`src/rtl/mem_stage_sram.sv`:
```
// rtl/mem_stage_sram.sv - MEM stage with req/ready SRAM handshake, watchdog and MEM/WB register
// Stalls the pipeline while a data access is outstanding and aborts it after TIMEOUT idle cycles.
module mem_stage_sram #(
  parameter int unsigned ADDR_BASE = 1024,
  parameter int unsigned ADDR_W    = 16,
  parameter int unsigned TIMEOUT   = 63
) (
  input  logic              clk,
  input  logic              rst,
  input  logic [31:0]       PC_in,
  input  logic              wb_en_in,
  input  logic              mem_r_en_in,
  input  logic              mem_w_en_in,
  input  logic [31:0]       alu_res_in,
  input  logic [31:0]       val_rm_in,
  input  logic [3:0]        dest_in,
  output logic              freeze,
  output logic              mem_req,
  output logic              mem_we,
  output logic [ADDR_W-1:0] mem_addr,
  output logic [31:0]       mem_wdata,
  input  logic [31:0]       mem_rdata,
  input  logic              mem_ready,
  output logic [31:0]       PC,
  output logic              wb_en_out,
  output logic              mem_r_en_out,
  output logic [31:0]       alu_res_out,
  output logic [3:0]        dest_out,
  output logic [31:0]       data_mem_out,
  output logic              mem_err
);

  localparam int unsigned CNT_W = (TIMEOUT < 1) ? 1 : $clog2(TIMEOUT + 1);
  localparam logic [CNT_W-1:0] CNT_MAX = CNT_W'(TIMEOUT);

  typedef enum logic {
    IDLE = 1'b0,
    BUSY = 1'b1
  } state_t;

  state_t            state_q;
  logic [CNT_W-1:0]  cnt_q;
  logic              req_q;
  logic              we_q;
  logic [ADDR_W-1:0] addr_q;
  logic [31:0]       wdata_q;
  logic [31:0]       data_q;
  logic              err_q;

  logic [31:0]       pc_q, pc_d;
  logic              wb_en_q, wb_en_d;
  logic              r_en_q, r_en_d;
  logic [31:0]       alu_q, alu_d;
  logic [3:0]        dest_q, dest_d;

  logic              acc;
  logic              at_limit;
  logic              freeze_w;
  logic [31:0]       offset;
  logic [ADDR_W-1:0] addr_d;

  assign acc      = mem_r_en_in | mem_w_en_in;
  assign at_limit = (cnt_q == CNT_MAX);
  assign freeze_w = ((state_q == IDLE) & acc) |
                    ((state_q == BUSY) & ~mem_ready & ~at_limit);

  // Underflow below ADDR_BASE wraps modulo 2^32 on purpose.
  assign offset = alu_res_in - ADDR_BASE;
  assign addr_d = ADDR_W'(offset >> 2);

  always_ff @(posedge clk) begin
    if (rst) begin
      state_q <= IDLE;
      cnt_q   <= '0;
      req_q   <= 1'b0;
      we_q    <= 1'b0;
      addr_q  <= '0;
      wdata_q <= '0;
      data_q  <= '0;
      err_q   <= 1'b0;
    end else begin
      case (state_q)
        IDLE: begin
          if (acc) begin
            we_q    <= mem_w_en_in;
            addr_q  <= addr_d;
            wdata_q <= val_rm_in;
            req_q   <= 1'b1;
            cnt_q   <= '0;
            state_q <= BUSY;
          end
        end
        BUSY: begin
          if (mem_ready) begin
            req_q   <= 1'b0;
            data_q  <= mem_rdata;
            state_q <= IDLE;
          end else if (at_limit) begin
            // Abandon the access; the instruction still retires with zero data.
            req_q   <= 1'b0;
            err_q   <= 1'b1;
            data_q  <= '0;
            state_q <= IDLE;
          end else begin
            cnt_q <= cnt_q + 1'b1;
          end
        end
        default: begin
          state_q <= IDLE;
          req_q   <= 1'b0;
        end
      endcase
    end
  end

  always_comb begin
    pc_d    = pc_q;
    wb_en_d = 1'b0;
    r_en_d  = 1'b0;
    alu_d   = alu_q;
    dest_d  = dest_q;
    if (!freeze_w) begin
      pc_d    = PC_in;
      wb_en_d = wb_en_in;
      r_en_d  = mem_r_en_in;
      alu_d   = alu_res_in;
      dest_d  = dest_in;
    end
  end

  always_ff @(posedge clk) begin
    if (rst) begin
      pc_q    <= '0;
      wb_en_q <= 1'b0;
      r_en_q  <= 1'b0;
      alu_q   <= '0;
      dest_q  <= '0;
    end else begin
      pc_q    <= pc_d;
      wb_en_q <= wb_en_d;
      r_en_q  <= r_en_d;
      alu_q   <= alu_d;
      dest_q  <= dest_d;
    end
  end

  assign freeze       = freeze_w;
  assign mem_req      = req_q;
  assign mem_we       = we_q;
  assign mem_addr     = addr_q;
  assign mem_wdata    = wdata_q;
  assign PC           = pc_q;
  assign wb_en_out    = wb_en_q;
  assign mem_r_en_out = r_en_q;
  assign alu_res_out  = alu_q;
  assign dest_out     = dest_q;
  assign data_mem_out = data_q;
  assign mem_err      = err_q;

endmodule

```
`config.mk`:
```
export PLATFORM = sky130hd
export DESIGN_NAME = mem_stage_sram
export DESIGN_NICKNAME = d
export VERILOG_FILES = /design/src/rtl/mem_stage_sram.sv
export SDC_FILE = /design/constraint.sdc
export NUM_CORES = 1
export LEC_CHECK = 0
export ABC_AREA = 1
export ABC_CLOCK_PERIOD_IN_PS = 1700
export BUFFER_PORTS_ARGS = -buffer_cell sky130_fd_sc_hd__buf_2
export CORE_ASPECT_RATIO = 0.5
export CORE_MARGIN = 3
export CORE_UTILIZATION = 25
export CTS_CLUSTER_DIAMETER = 30
export DETAILED_ROUTE_END_ITERATION = 12
export SLEW_MARGIN = 20
export SYNTH_ARGS = -nofsm -noshare
export SYNTH_HDL_FRONTEND = slang
export SYNTH_SLANG_ARGS = --single-unit
```
`constraint.sdc`:
```
create_clock -name clk -period 1.7 [get_ports clk]
set_input_delay 0.085 -clock clk [delete_from_list [all_inputs] [get_ports clk]]
set_output_delay 0.085 -clock clk [all_outputs]
set_load 0.05 [all_outputs]
```
Word-level counts from Yosys, hierarchy flattened --
Index checks and enable logic that the tools add are counted. W data, S select, Z words.
Storage, ports and cells: output and inout bits 154, logic and storage cells 49, input bits 138, flip-flop bits (word level) 160
Cells by class: add/subtract/negate cells 2, reductions and logical operators 7, mux-type cells 14, equal/unequal tests 5, bitwise gates (word level) 8
Operators with widths (number):
- $mux W32 | 2
- $mux W6 | 3
- $sub A18 B11 Y18 const B | 1
- $pmux W6 S2 | 1
- $add A6 B1 Y6 const B | 1
- $eq A6 B6 Y1 const B | 1
- $mux W1 | 6
- $ne A2 B2 Y1 const B | 3
- $reduce_and A2 Y1 | 3
- $reduce_and A3 Y1 | 2
- $pmux W1 S2 | 2
- $and A1 B1 Y1 | 3
- $ne A3 B2 Y1 const B | 1
- $not A1 Y1 | 3
- $or A1 B1 Y1 | 2
- $reduce_bool A2 Y1 | 1
- $reduce_or A2 Y1 | 1

Depth between registers and ports, before layout --
Gate-level depths: netlist of the first run.
word-level depth 5, gate-level depth with buffers 10

Worst setup path before layout of the first run --
OpenSTA, ideal clock, no wires.
path type flip-flop to flip-flop, start register cnt_q[0], end register pc_q[22] (netlist: PC[22]), path slack 198 ps, cell stages (with the launch flop) 10, clock period less this slack 1502 ps, setup time 116 ps, arrival 1387 ps, data required time 1584 ps, path buffers 1, cells stage by stage dfxtp_1 ha_1 nand2_2 nor2_4 nand2_2 nand2_4 nand2_4 buf_2 nand3_1 nand2_1
On the way: longest elaborated chain between the ends 4
Ends and longest elaborated chain:
- start: declaration | line 42 | logic [CNT_W-1:0] cnt_q;
- start signal: assignment | line 105 | cnt_q <= cnt_q + 1'b1;
- $eq A6 B6 Y1 | line 63 | assign at_limit = (cnt_q == CNT_MAX);
- $not A1 Y1 | line 65 | ((state_q == BUSY) & ~mem_ready & ~at_limit);
- $and A1 B1 Y1 | line 65
- $or A1 B1 Y1 | line 64 | assign freeze_w = ((state_q == IDLE) & acc) |
- via freeze | line 17 | output logic freeze,
- end signal: assignment | line 139 | pc_q <= pc_d;
- end: declaration | line 50 | logic [31:0] pc_q, pc_d;
The timed path passes the listed nets, and every way through them passes these cells. A chain may end at the register's enable or synchronous reset.

Worst setup path after layout of the first run --
start register cnt_q[0], end output port freeze
On the way: longest elaborated chain between the ends 4
Ends and longest elaborated chain (line):
- $eq A6 B6 Y1 | 63
- $not A1 Y1 | 65
- $and A1 B1 Y1 | 65
- $or A1 B1 Y1 | 64
- end: declaration | 17
No other way between the ends.

==> results of run 1 <==
==> cell type report <==
| type | instances | share of cell area |
|---|---|---|
| Antenna cell | 2 | 0.000498 |
| Clock buffer | 20 | 0.0454 |
| Clock inverter | 12 | 0.0205 |
| Inverter | 22 | 0.00871 |
| Multi-Input combinational cell | 522 | 0.248 |
| Sequential cell | 160 | 0.319 |
| Tap cell | 307 | 0.0382 |
| Timing Repair Buffer | 463 | 0.320 |
==> per-layer routing <==
metal,GRT usage,vias to the layer above,share of wire
met5,0,-,0
met3,0.0344,51,0.038
li1,-,3428,-
met4,0.0689,0,0.032
met1,0.175,3195,0.40
met2,0.294,192,0.53
==> placed cells by master (no fill, tap or decap), drive strengths merged <==
cell           n
buf          326
dfxtp        160
nand2        158
dlygate4sd3  135
nand3        112
nor2         105
nand4         77
o21ai         53
inv           23
clkbuf        22
a21oi         11
bufinv         5
clkinv         5
diode          2
ha             2
o21bai         1
xor2           1
xnor2          1
o21a           1
clkinvlp       1
==> critical path, cell delays in order, from the launching register on <==
cell     delay (ps)
dfxtp_2         360
ha_4            150
nand2_4          60
nor2_4          130
buf_6           110
nand2_4          50
nand2_4         100
nand2_8          70
buf_8           160
==> path summary, 6_finish.rpt <==
kind | startpoint | to | slack, ps | cells past startpoint
setup reg to reg | cnt_q[0]$_SDFFE_PP0P_ | PC[19]$_SDFFE_PP0N_ | 20 | 10
hold reg to reg | data_mem_out[31]$_SDFFE_PP0P_ | data_mem_out[31]$_SDFFE_PP0P_ | 450 | 2
setup / recovery | cnt_q[0]$_SDFFE_PP0P_ | freeze | -9 | 8
hold / removal | mem_ready | cnt_q[0]$_SDFFE_PP0P_ | 20 | 4
==> power by group through the flow <==
stage	sequential, mW	combinational, mW	clock [mW]
after floorplan	5.25	0.631	0
after global placement	4.25	2.26	0
after detailed placement	4.26	2.29	0
after CTS	4.18	2.54	4.42
after global routing	4.21	2.78	4.57
final	4.18	2.62	4.29
==> flip-flops by register name, summed over array words and instances (netlist names) <==
| signal | count |
|---|---|
| PC | 32 |
| alu_res_out | 32 |
| cnt_q | 6 |
| data_mem_out | 32 |
| dest_out | 4 |
| mem_addr | 16 |
| mem_err | 1 |
| mem_r_en_out | 1 |
| mem_req | 1 |
| mem_wdata | 32 |
| mem_we | 1 |
| state_q | 1 |
| wb_en_out | 1 |
==> metrics by stage <==
step	TNS, ps	setup WS, ps	instance area [µm²]
floorplan	0	198	6090
global placement	-3970	-145	7850
detailed placement	-6190	-256	7850
CTS	-241	-241	9880
global route	-496	-74.7	10100
finish	-9.09	-9.09	10100
==> timing repair <==
item	CTS	global route
resized for setup	3	11
hold buffers	135	0
setup buffers	0	10
pin swaps	0	2
setup endpoints to repair	30	59
gates cloned	0	2
hold endpoints to repair	148	0
==> kinds of logic after synthesis <==
| logic type | Yosys count | share of synthesized area |
|---|---|---|
| flops | 160 | 0.526 |
| fa+ha+maj | 2 | 0.00411 |
| buf+inv | 86 | 0.0707 |
| simple gates | 452 | 0.341 |
| compound gates | 66 | 0.0551 |
| xor+xnor | 2 | 0.00288 |
==> impl_metrics.toml, run 1 <==
[run_status]
status = "complete, but fails checks"
violations = "setup timing"

[power_and_ir_drop]
pwr-share-clk = 0.387
p_comb_frac = 0.236
vdd_drop_max_mv = 0.739
p_int_mw = 7.54
power_switching_share = 0.320
p_total_mw = 11.1
switchingPower_mw = 3.56
seq_power_share = 0.377
power.density_nw_per_um2 = 1100
leakagePower_nw = 5.12

[sta]
finalClockSkew_ps = 6.00
slew_headroom = 0.580
drv_slew = 0
rsz0062_at_grt = "true"
fin_crit_sh = 1.01
max_slew.worst_pin.slew_ps = 628
fin_hold_ws_ps = 21.6
hold_viol_final = 0
setup_violations = 1
finalCriticalPeriod_ps = 1710
clock.fmax_mhz = 585
fin_ws_ps = -9.09

[synthesis]
ys_top_cells_by_area = "dfxtp_1, nand2_1, nand3_1"
syn_nets = 908
netlist_instances = 768
yosys.area.top_type = "dfxtp_1"
yosysUniqueCellTypes = 25
yosysSeqAreaShare = 0.526
yosys_warnings = 0
synth.most_common_cell = "dfxtp_1"
synth_flop_cell = "dfxtp_1"
netlist.area_leader.share = 0.526
synthArstFlopShare = 0
synth_edf_count = 0
synth-seq-cells = 160
synth_commonest_cells = "dfxtp_1, nand2_1, nand3_1"
syn_avg_cell_area_um2 = 7.92
syn-cell-area_um2 = 6090

[grt]
grt_overflow_total = 0
grt_pass1_vias = 6514
antenna_found_initial = 2
grt_usage = 0.158
grt_start_max_net_pins = 60
grt_pass1_wl_um = 33400

[place]
routabilityCongestion = 0.752
numPortBuffers = 291
place_hpwl_um = 14000
dp.cells = 1327

[floorplanning]
die_w_um = 227
io_pins = 292
core_area_um2 = 23400
initial_utilization = 0.260
die_area_um2 = 26400
die_h_um = 116
fp-row-count = 39

[setup_path]
path_max_fanout = 6
cp.arrival_ps = 1620
cp-end-kind = "output port"
critical_path_class = "flop to output port"
worst_ep_required_time_ps = 1620
crit_path_start_kind = "flop"

[final_layout]
nets = 1326
fill_cells = 2234
areaGrowthSynthToFinish_pct = 65.2
drive_gt1_frac = 0.314
instances_no_fill = 1508
register_area_um2 = 3210
final_core_util = 0.430
multi_input_area_um2 = 2490

[min_path]
hp-class = "input pin to flop"

[clock_tree]
cts_inserted_buffers = 17
cts_max_level = 4
clk_pin_slew_worst_paths_ps = 60
clock_sinks = 160
cts_tree = "yes"
clk_path_buf_depth = 2
clockRootBuffer = "clkbuf_16"
clkLatencyLatePin_ps = 430

[drt]
wl_per_cell_um = 14.5
first_iter_violations = 444
drc = 0
vias = 6866
vias_per_cell = 4.55
routed_wirelength_um = 21900
final_antenna_net_count = 0
dr.pass1.iters = 5

[flow_run]
cap_violations = 0
Note: power is estimated with default switching activity, not from simulation.
==> inputs of run 2 (changes only) <==
Settings changed: CTS_BUF_LIST from default to sky130_fd_sc_hd__clkbuf_4 sky130_fd_sc_hd__clkbuf_8.
==> run 2 against run 1 <==
Net effect:
- the flow still finishes with violations (setup timing)
- critical endpoint unchanged
- first-iteration DRC count shrank 2.9%
- clock power down 22%
- routed wire length rose by 0.61%
- clock skew rose by 3.1 ps
- cell area fell by 1.8%
==> impl_metrics.toml, run 2 (synthesized netlist as in run 1, its figures left out) <==
[drt]
vias_per_cell = 4.55
wl_per_cell_um = 14.6
dr.pass1.iters = 7
first_iter_violations = 431
final_antenna_net_count = 0
routed_wirelength_um = 22000
drc = 0
vias = 6849

[sta]
clock.fmax_mhz = 576
hold_viol_final = 0
setup_violations = 1
max_slew.worst_pin.slew_ps = 436
finalCriticalPeriod_ps = 1730
slew_headroom = 0.708
rsz0062_at_grt = "true"
fin_hold_ws_ps = 358
fin_ws_ps = -34.9
fin_crit_sh = 1.02
finalClockSkew_ps = 9.07
finalSetupTns_ps = -34.9
drv_slew = 0

[setup_path]
rrSetupSlack_ps = 70
path_max_fanout = 8
critical_path_class = "flop to output port"
r2r_start = "cnt_q[0]$_SDFFE_PP0P_"
crit_path_start_kind = "flop"
cp.arrival_ps = 1650
worst_ep_required_time_ps = 1620
cp-end-kind = "output port"
r2r_cells = 10
timing.rr.end = "PC[19]$_SDFFE_PP0N_"

[final_layout]
antenna_cells = 0
nets = 1326
fill_cells = 2245
layout_commonest_cell = "buf_2"
drive_gt1_frac = 0.313
areaGrowthSynthToFinish_pct = 62.2
layout_common_cells = "buf_2, dfxtp_1, nand2_1"

[clock_tree]
clkLatencyLatePin_ps = 480
cts_max_level = 4
cts_tree = "yes"
clk_path_buf_depth = 2
clockRootBuffer = "clkbuf_8"
cts_inserted_buffers = 17
clk_pin_slew_worst_paths_ps = 90
clock_sinks = 160

[place]
routabilityCongestion = 0.752
numPortBuffers = 291
place_hpwl_um = 14000

[run_status]
violations = "setup timing"
status = "complete, but fails checks"

[floorplanning]
initial_utilization = 0.260
core_area_um2 = 23400
die_area_um2 = 26400
die_w_um = 227
fp-row-count = 39
die_h_um = 116
io_pins = 292

[grt]
grt_overflow_total = 0
grt_pass1_vias = 6504
antenna_found_initial = 0
grt_pass1_wl_um = 33300
grt_usage = 0.158
grt_start_max_net_pins = 60

[power_and_ir_drop]
leakagePower_nw = 5.03
power.density_nw_per_um2 = 1030
p_total_mw = 10.1
vdd_drop_max_mv = 0.530

[flow_run]
cap_violations = 0

[min_path]
hp-class = "input pin to flop"
min_to = "data_mem_out[8]$_SDFFE_PP0P_"
hold_depth = 4
min-delay-start = "mem_rdata[8]"
==> run 2: cell type report <==
| type | count | area (µm²) | share of cell area |
|---|---|---|---|
| repair buffers | 462 | 3210 | 0.325 |
| well taps | 307 | 384 | 0.0389 |
| multi-input cells | 523 | 2500 | 0.254 |
| clock buffers | 20 | 269 | 0.0273 |
| clock inverters | 12 | 206 | 0.0209 |
| flip-flops and latches | 160 | 3210 | 0.325 |
| inverters | 22 | 90.1 | 0.00913 |
==> run 2: what timing repair did <==
item,in CTS,in global routing
hold endpoints to repair,154,0
pin swaps,1,3
gates cloned,0,3
hold buffers,137,0
buffers inserted,1,6
resized for setup,5,11
endpoints found under the setup margin,30,100
==> run 2: power by group <==
group / internal (mW) / switching, mW / total (mW)
logic: 0.799 / 1.81 / 2.61
clock network: 1.85 / 1.49 / 3.34
registers: 4.04 / 0.144 / 4.18
total: 6.69 / 3.45 / 10.1
==> run 2: metrics by stage <==
step / instances / setup slack [ps] / instance area [µm²] / utilization
finish: 1506 / -34.9 / 9870 / 0.422
global route: 1506 / -138 / 9870 / 0.422
CTS: 1497 / -199 / 9730 / 0.416
detailed placement: 1327 / -256 / 7850 / 0.336
global placement: 1327 / -145 / 7850 / 0.336
floorplan: 768 / 198 / 6090 / -
==> run 2: how the worst max path moves through the flow <==
stage	slack [ps]	depth (start not counted)	start	to
final	-30	8	cnt_q[0]$_SDFFE_PP0P_	freeze
after global placement	-140	8	cnt_q[0]$_SDFFE_PP0P_	data_mem_out[13]$_SDFFE_PP0P_
after CTS	-200	8	cnt_q[0]$_SDFFE_PP0P_	freeze
after floorplan	200	9	cnt_q[0]$_SDFFE_PP0P_	PC[22]$_SDFFE_PP0N_
after global routing	-140	8	cnt_q[0]$_SDFFE_PP0P_	freeze
after detailed placement	-260	8	cnt_q[0]$_SDFFE_PP0P_	data_mem_out[2]$_SDFFE_PP0P_
==> run 2: worst max-delay path, cell delays in order (launching register included) <==
cell and delay [ps]:
dfxtp_2 360, ha_4 150, nand2_4 60, nor2_4 120, buf_6 110, nand2_4 50
nand2_4 80, nand2_8 70, buf_8 160
==> run 2: per-layer routing <==
layer / wire (µm) / global-route usage
met1: 8710 / 0.173
met3: 875 / 0.0407
met4: 621 / 0.0592
met2: 11800 / 0.298
met5: 0 / 0
